==> src/rtl/m_7seg_scan_driver.sv <==
// Time-multiplexed common-anode seven-segment driver: shadowed digit codes,
// one digit lit per scan slot, leading-zero blanking and per-digit blink.
module m_7seg_scan_driver #(
  parameter int DIGITS    = 4,
  parameter int SCAN_DIV  = 50000,
  parameter int BLINK_DIV = 25000000,
  parameter int HEX_MODE  = 0
) (
  input  logic                  clk,
  input  logic                  rst,
  input  logic                  enable,
  input  logic                  load,
  input  logic [4*DIGITS-1:0]   value,
  input  logic [DIGITS-1:0]     dp_in,
  input  logic                  lz_blank,
  input  logic [DIGITS-1:0]     blink_mask,
  output logic [7:0]            seg,
  output logic [DIGITS-1:0]     an
);

  localparam int SCAN_W  = (SCAN_DIV > 1) ? $clog2(SCAN_DIV) : 1;
  localparam int BLINK_W = (BLINK_DIV > 1) ? $clog2(BLINK_DIV) : 1;
  localparam int IDX_W   = (DIGITS > 1) ? $clog2(DIGITS) : 1;

  logic [4*DIGITS-1:0] value_q, value_d;
  logic [DIGITS-1:0]   dp_q, dp_d;
  logic [SCAN_W-1:0]   scan_cnt_q, scan_cnt_d;
  logic [IDX_W-1:0]    idx_q, idx_d;
  logic [BLINK_W-1:0]  blink_cnt_q, blink_cnt_d;
  logic                blink_phase_q, blink_phase_d;
  logic [7:0]          seg_q, seg_d;
  logic [DIGITS-1:0]   an_q, an_d;

  logic [DIGITS-1:0]   lz_hit;
  logic                all_zero;
  logic [3:0]          cur_code;

  // Active-low {g..a}; codes 10-15 only render when HEX_MODE is set.
  function automatic logic [6:0] decode(input logic [3:0] code);
    logic [6:0] s;
    case (code)
      4'd0:    s = 7'h40;
      4'd1:    s = 7'h79;
      4'd2:    s = 7'h24;
      4'd3:    s = 7'h30;
      4'd4:    s = 7'h19;
      4'd5:    s = 7'h12;
      4'd6:    s = 7'h02;
      4'd7:    s = 7'h78;
      4'd8:    s = 7'h00;
      4'd9:    s = 7'h18;
      4'd10:   s = (HEX_MODE != 0) ? 7'h08 : 7'h7F;
      4'd11:   s = (HEX_MODE != 0) ? 7'h03 : 7'h7F;
      4'd12:   s = (HEX_MODE != 0) ? 7'h46 : 7'h7F;
      4'd13:   s = (HEX_MODE != 0) ? 7'h21 : 7'h7F;
      4'd14:   s = (HEX_MODE != 0) ? 7'h06 : 7'h7F;
      default: s = (HEX_MODE != 0) ? 7'h0E : 7'h7F;
    endcase
    return s;
  endfunction

  always_comb begin
    value_d       = load ? value : value_q;
    dp_d          = load ? dp_in : dp_q;
    scan_cnt_d    = scan_cnt_q + SCAN_W'(1);
    idx_d         = idx_q;
    blink_cnt_d   = blink_cnt_q + BLINK_W'(1);
    blink_phase_d = blink_phase_q;

    if (scan_cnt_q == SCAN_W'(SCAN_DIV - 1)) begin
      scan_cnt_d = '0;
      idx_d      = (idx_q == IDX_W'(DIGITS - 1)) ? '0 : idx_q + IDX_W'(1);
    end
    if (blink_cnt_q == BLINK_W'(BLINK_DIV - 1)) begin
      blink_cnt_d   = '0;
      blink_phase_d = ~blink_phase_q;
    end

    // A digit is a leading zero when it and every more-significant digit is 0.
    all_zero = 1'b1;
    lz_hit   = '0;
    for (int i = DIGITS - 1; i >= 0; i--) begin
      all_zero  = all_zero & (value_q[4*i +: 4] == 4'd0);
      lz_hit[i] = lz_blank & all_zero & (i != 0);
    end

    cur_code = value_q[{idx_q, 2'b00} +: 4];
    seg_d    = 8'hFF;
    an_d     = '1;
    if (enable) begin
      an_d = ~(DIGITS'(1) << idx_q);
      if (!(blink_phase_q && blink_mask[idx_q])) begin
        seg_d[7]   = ~dp_q[idx_q];
        seg_d[6:0] = lz_hit[idx_q] ? 7'h7F : decode(cur_code);
      end
    end
  end

  always_ff @(posedge clk or posedge rst) begin
    if (rst) begin
      value_q       <= '0;
      dp_q          <= '0;
      scan_cnt_q    <= '0;
      idx_q         <= '0;
      blink_cnt_q   <= '0;
      blink_phase_q <= 1'b0;
      seg_q         <= 8'hFF;
      an_q          <= '1;
    end else begin
      value_q       <= value_d;
      dp_q          <= dp_d;
      scan_cnt_q    <= scan_cnt_d;
      idx_q         <= idx_d;
      blink_cnt_q   <= blink_cnt_d;
      blink_phase_q <= blink_phase_d;
      seg_q         <= seg_d;
      an_q          <= an_d;
    end
  end

  assign seg = seg_q;
  assign an  = an_q;

endmodule

==> config.mk <==
export PLATFORM = sky130hd
export DESIGN_NAME = m_7seg_scan_driver
export DESIGN_NICKNAME = d
export VERILOG_FILES = /design/src/rtl/m_7seg_scan_driver.sv
export SDC_FILE = /design/constraint.sdc
export NUM_CORES = 1
export LEC_CHECK = 0
export CORE_MARGIN = 3
export CORE_UTILIZATION = 30
export CTS_CLUSTER_SIZE = 25
export DETAILED_ROUTE_END_ITERATION = 10
export HOLD_SLACK_MARGIN = 0.03
export RECOVER_POWER = 50
export SLEW_MARGIN = 20
export SYNTH_ARGS = -nofsm -noshare
export SYNTH_HDL_FRONTEND = slang
export SYNTH_SLANG_ARGS = --single-unit
==> constraint.sdc <==
create_clock -name clk -period 2.9 [get_ports clk]
set_clock_uncertainty 0.1 [all_clocks]
set_input_delay 0.29 -clock clk [delete_from_list [all_inputs] [get_ports clk]]
set_output_delay 0.29 -clock clk [all_outputs]
set_load 0.01 [all_outputs]
---- Yosys cells after proc, flatten, opt, wreduce, memory -nomap -nowiden ----
Memory sizes are Yosys's and may differ from the RTL's.
Cells that the tools add are included.
word-level totals
  output and inout port bits .............. 12
  memory bits (read-only) ................. 112
  input port bits ......................... 29
  bits in latches ......................... 0
  memories ................................ 1
  register bits after elaboration ......... 76
  logic and storage cells ................. 43
  bits in writable memories ............... 0
memories
  memory            words  width  rd ports  clocked after memory_dff  wr ports  line  source
  (name not given)  16     7      1         0                         0         41    case (code)
operators by class
  multiplexer cells ....................... 13
  reductions and logical operators ........ 4
  divide/modulo/power cells ............... 0
  bitwise gates (word level) .............. 8
  $lt $le $gt $ge ......................... 1
  add/sub/neg operators ................... 3
  equal/unequal tests ..................... 3
  shift-type cells ........................ 2
  $mul .................................... 0
operator list
  operator                                            count
  adder 25 x 1 -> 25 bit, second input constant       1
  == test 25 bit, second input constant               1
  2-to-1 mux 25 bit                                   1
  adder 16 x 1 -> 16 bit, second input constant       1
  == test 16 bit, second input constant               1
  2-to-1 mux 16 bit                                   1
  2-to-1 mux 8 bit                                    2
  indexed part select 16 x 5 -> 4 bit                 1
  zero test 4 bit                                     3
  2-to-1 mux 7 bit                                    1
  binary-select mux 1 bit (select 2 bit)              3
  AND 1 bit                                           5
  2-to-1 mux 4 bit                                    1
  NOT 4 bit                                           1
  << shifter 1 x 2 -> 4 bit, first input constant     1
  < comparator 2 x 3 -> 1 bit, second input constant  1
  2-to-1 mux 1 bit                                    3
  adder 2 x 1 -> 2 bit, second input constant         1
  == test 2 bit, second input constant                1
  2-to-1 mux 2 bit                                    1
  NOT 1 bit                                           2
  logical AND 1 bit                                   1

---- Logic depth before layout (Yosys ltp) ----
  depth in word-level cells ............... 9
  mapped depth ............................ 8
  depth with buffers taken out ............ 7

---- Worst setup path after synthesis ----
OpenSTA, ideal clock, no wires.
  path type ............................... register -> register
  start ................................... register idx_q[0]
  end ..................................... register seg_q[4] (netlist: seg[4])
  buffers on the path ..................... 1
  path slack .............................. 0.620 ns
  setup time .............................. 0.083 ns
  period minus slack after synthesis ...... 2.280 ns
  required time ........................... 2.717 ns
  arrival ................................. 2.097 ns
  stages on the path, launching flop included .. 9
  cell sequence ........................... dfrtp_1 > clkbuf_1 > mux4_2 > inv_1 > ha_1 > inv_1 > mux2_2 > o21ai_0 > nand2_1
on the way
  cells in the longest elaborated chain, start to end .. 5
  elaborated cells between the ends (all ways) .. 10
  those cells by class .................... shift: 1; mux: 7; reduce/logical: 1; memory: 1
RTL lines
  what                                                               line    source
  start: declaration                                                 28      logic [IDX_W-1:0] idx_q, idx_d;
  start signal: assignment                                           113     idx_q <= idx_d;
  indexed part select 16 x 5 -> 4 bit, or another cell as far along  87      cur_code = value_q[{idx_q, 2'b00} +: 4];
  memory read (16 x 7 bit), or another cell as far along             -
  2-to-1 mux 7 bit / logical AND 1 bit (equally long branches)       94, 92
  2-to-1 mux 8 bit *                                                 92      if (!(blink_phase_q && blink_mask[idx_q])) begin
  2-to-1 mux 8 bit *                                                 90      if (enable) begin
  named net seg_d[4]                                                 31      logic [7:0] seg_q, seg_d;
  end signal: assignment                                             116     seg_q <= seg_d;
  end: declaration                                                   31
The timed path passes the listed nets; every way through them passes the cells marked *. The select of a mux whose other input is x is not followed.
A chain may end at the register's enable or synchronous reset.

---- Final worst setup path ----
Same ends and word-level chain as after synthesis.

==> flow_summary.ini <==
[yosys]
synth.net_count = 369
syn_inst = 329
ys_types = 43
synthArstFlopShare_pct = 100
synth_mux_area_share_pct = 10.9
synthXorXnorAreaFrac_pct = 7.38
ys_warn_count = 0
synth_top_family_by_area = simple AND/OR/NAND/NOR gates
synthAdderAreaFrac_pct = 3.74
ys_ff_latch = 76
synth_compound_area_share_pct = 5.27
syn_area_um2 = 3680
ys_seq_area_share_pct = 52.1
synth_simple_gate_area_share_pct = 17.8
synthFlopType = dfrtp_1
syn_area_per_cell_um2 = 11.2
synth-edff-count = 0

[floorplanning]
num_io_pins = 41
die_area_um2 = 13600
chipWidth_um = 117
chipHeight_um = 117
coreArea_um2 = 11700
rows = 39
start_util_pct = 31.4

[routing]
via_per_inst = 5.01
top_layer_used = met4
wirelength_mm = 7.44
postRouteAntennaNets = 0
wl_met1_mm = 3.37
vias = 2616
drt_pass1_iterations = 4
wl_met3_um = 321
met2_wirelength_mm = 3.68
wl_per_cell_um = 14.2
drtIter0Drc = 89
drc = 0

[timing]
hold_viol = 0
fin_crit_ns = 2.15
timing.hold.ws_ns = 0.370
max_slew_margin_pct = 28.7
fin_crit_sh_pct = 74.2
rsz0062_at_grt = no
tightestPinTransition_ns = 1.07
fmax_mhz = 465
setup_tns_ns = 0
setup_viol = 0
slew_violations = 0

[pwr]
p_leak_nw = 1.86
switching_share_pct = 21.8
peakVddDrop_v = 0.000258
seqPwrFrac_pct = 46.5
intPower_mw = 1.91
power.switching_mw = 0.533
powerDensity_nw_per_um2 = 536
combPwrFrac_pct = 8.2
pwr-share-clk_pct = 45.3

[status]
outcome = finished clean

[min_path]
whs_path_depth = 1
holdCritPathClass = reg -> reg
hp-start = blink_phase_q
min_to = blink_phase_q

[clock_network]
cts.repair.resized = 0
cts_made_buffers = 9
h-tree-depth = 3
clk_latency_ns = 0.33
post_cts_buffers = 0
cts_max_path_buffers = 2
path_clk_slew_ns = 0.06
cts_sinks = 76
hold_buffers = 0
cts_tree = built
root_buffer = clkbuf_16

[setup_path]
crit_path_end_kind = flip-flop
timing.critical_path.from_type = flip-flop
cp_slowest_stage_delay_ns = 0.61
r2r-start = idx_q[0]
arrival_ns = 2.30
worstReg2RegEnd = seg[4]
critPathSlowestCell = mux4_2
r2r_slack_ns = 0.75
cpMostUsedCell = inv_1
reg2regPathDepth = 7
timing_worst_setup_path_type = reg -> reg
critPathRequiredTime_ns = 3.05
cp_cell_sequence = mux4_2, inv_1, ha_1, inv_1, mux2_2, o21ai_0, nand2_1
critPathMaxFanout = 8

[global_route]
grt_usage_pct = 11.7
grt_max_degree = 51
antenna_found_initial = 0
overflow = 0
grt_pass1_wl_mm = 12.6
grt_pass1_vias = 2610

[place]
io_buffers = 40
dp_hpwl_mm = 5.55
gp_congestion = 0.783

[layout]
final_cell_mix = 64 x dfrtp_1, 38 x clkdlybuf4s50_1, 29 x nor2_1
fillers = 1146
n_antenna_cell = 0
mostFrequentLayoutCell = dfrtp_1
area_growth_pct = 23.8
drive_above_1_share_pct = 16.6
nets = 414

[flow_run]
maxCapViolations = 0
[synth_stat cells (6+ instances only)]
cell type  count  area (um2)
inv_1         12        45.0
dfrtp_1       64        1600
nor4_1        10        62.6
clkbuf_1       6        22.5
nor2_1        29         109
nor3_1         6        30.0
xor2_1        11        96.3
nand4_1       11        68.8
mux4_2         6         135
nand2_1       20        75.1
a21oi_1        7        35.0
mux2_2        21         236
nand3_1       22         110
xnor2_1       20         175
dfstp_2       12         315
ha_1          11         138
o21ai_0       11        55.1
[cell families after synthesis]
kind of cell             after synthesis
AO/OA/AOI/OAI                         32
XOR/XNOR                              31
adder cells (fa/ha/maj)               11
buffers and inverters                 25
flip-flops                            76
multiplexers                          30
AND/OR/NAND/NOR                      124
[sequential cells by signal, summed over array words and instances, names as in the netlist]
register,flops
an,4
dp_q,4
blink_phase_q,1
scan_cnt_q,16
blink_cnt_q,25
idx_q,2
seg,8
value_q,16
[power by group through the flow]
stage / registers [mW] / clock network, mW / logic [mW]
4_1_cts: 1.14 / 1.14 / 0.206
6_report: 1.14 / 1.11 / 0.200
3_3_place_gp: 1.15 / 0 / 0.201
3_5_place_dp: 1.16 / 0 / 0.205
2_1_floorplan: 1.15 / 0 / 0.106
5_1_grt: 1.14 / 1.18 / 0.222
[worst max-delay path by stage]
stage	slack [ns]	from	cells past startpoint	endpoint
2_1_floorplan	0.59	rst	1	blink_cnt_q[0]
3_3_place_gp	0.76	blink_mask[2]	5	seg[5]
3_5_place_dp	0.67	blink_mask[2]	5	seg[2]
4_1_cts	0.71	idx_q[0]	7	seg[4]
5_1_grt	0.59	idx_q[0]	4	seg[0]
6_report	0.75	idx_q[0]	7	seg[4]
[per-layer routing]
metal	vias to the layer above	GRT usage, %
li1	1274	-
met1	1278	14.8
met2	54	19.6
met3	10	3.86
met4	0	2.68
met5	-	0
[through the flow]
stage | utilization (%) | cells | setup WS (ns) | power [mW] | cell area (um2)
floorplan | - | 329 | 0.592 | 1.26 | 3680
global placement | 36.4 | 506 | 0.757 | 1.36 | 4270
detailed placement | 36.4 | 506 | 0.667 | 1.36 | 4270
CTS | 38.9 | 522 | 0.714 | 2.48 | 4560
global route | 38.9 | 522 | 0.589 | 2.54 | 4560
finish | 38.9 | 522 | 0.748 | 2.44 | 4560
[worst max-delay path: cells and delay by family, from the launching register on]
| kind | cells | cell delay, ns |
|---|---|---|
| adder cells (fa/ha/maj) | 1 | 0.15 |
| buffers and inverters | 2 | 0.18 |
| multiplexers | 2 | 0.87 |
| AO/OA/AOI/OAI | 1 | 0.15 |
| AND/OR/NAND/NOR | 1 | 0.07 |
| flip-flops | 1 | 0.56 |
[cell type report]
type / count / area [um2] / share of cell area, %
well taps: 143 / 179 / 3.93
flip-flops and latches: 76 / 1920 / 42.1
multi-input cells: 228 / 1660 / 36.4
clock buffers: 12 / 246 / 5.41
inverters: 12 / 45.0 / 0.988
repair buffers: 47 / 462 / 10.1
clock inverters: 4 / 48.8 / 1.07
Note: power is estimated with default switching activity, not from simulation.
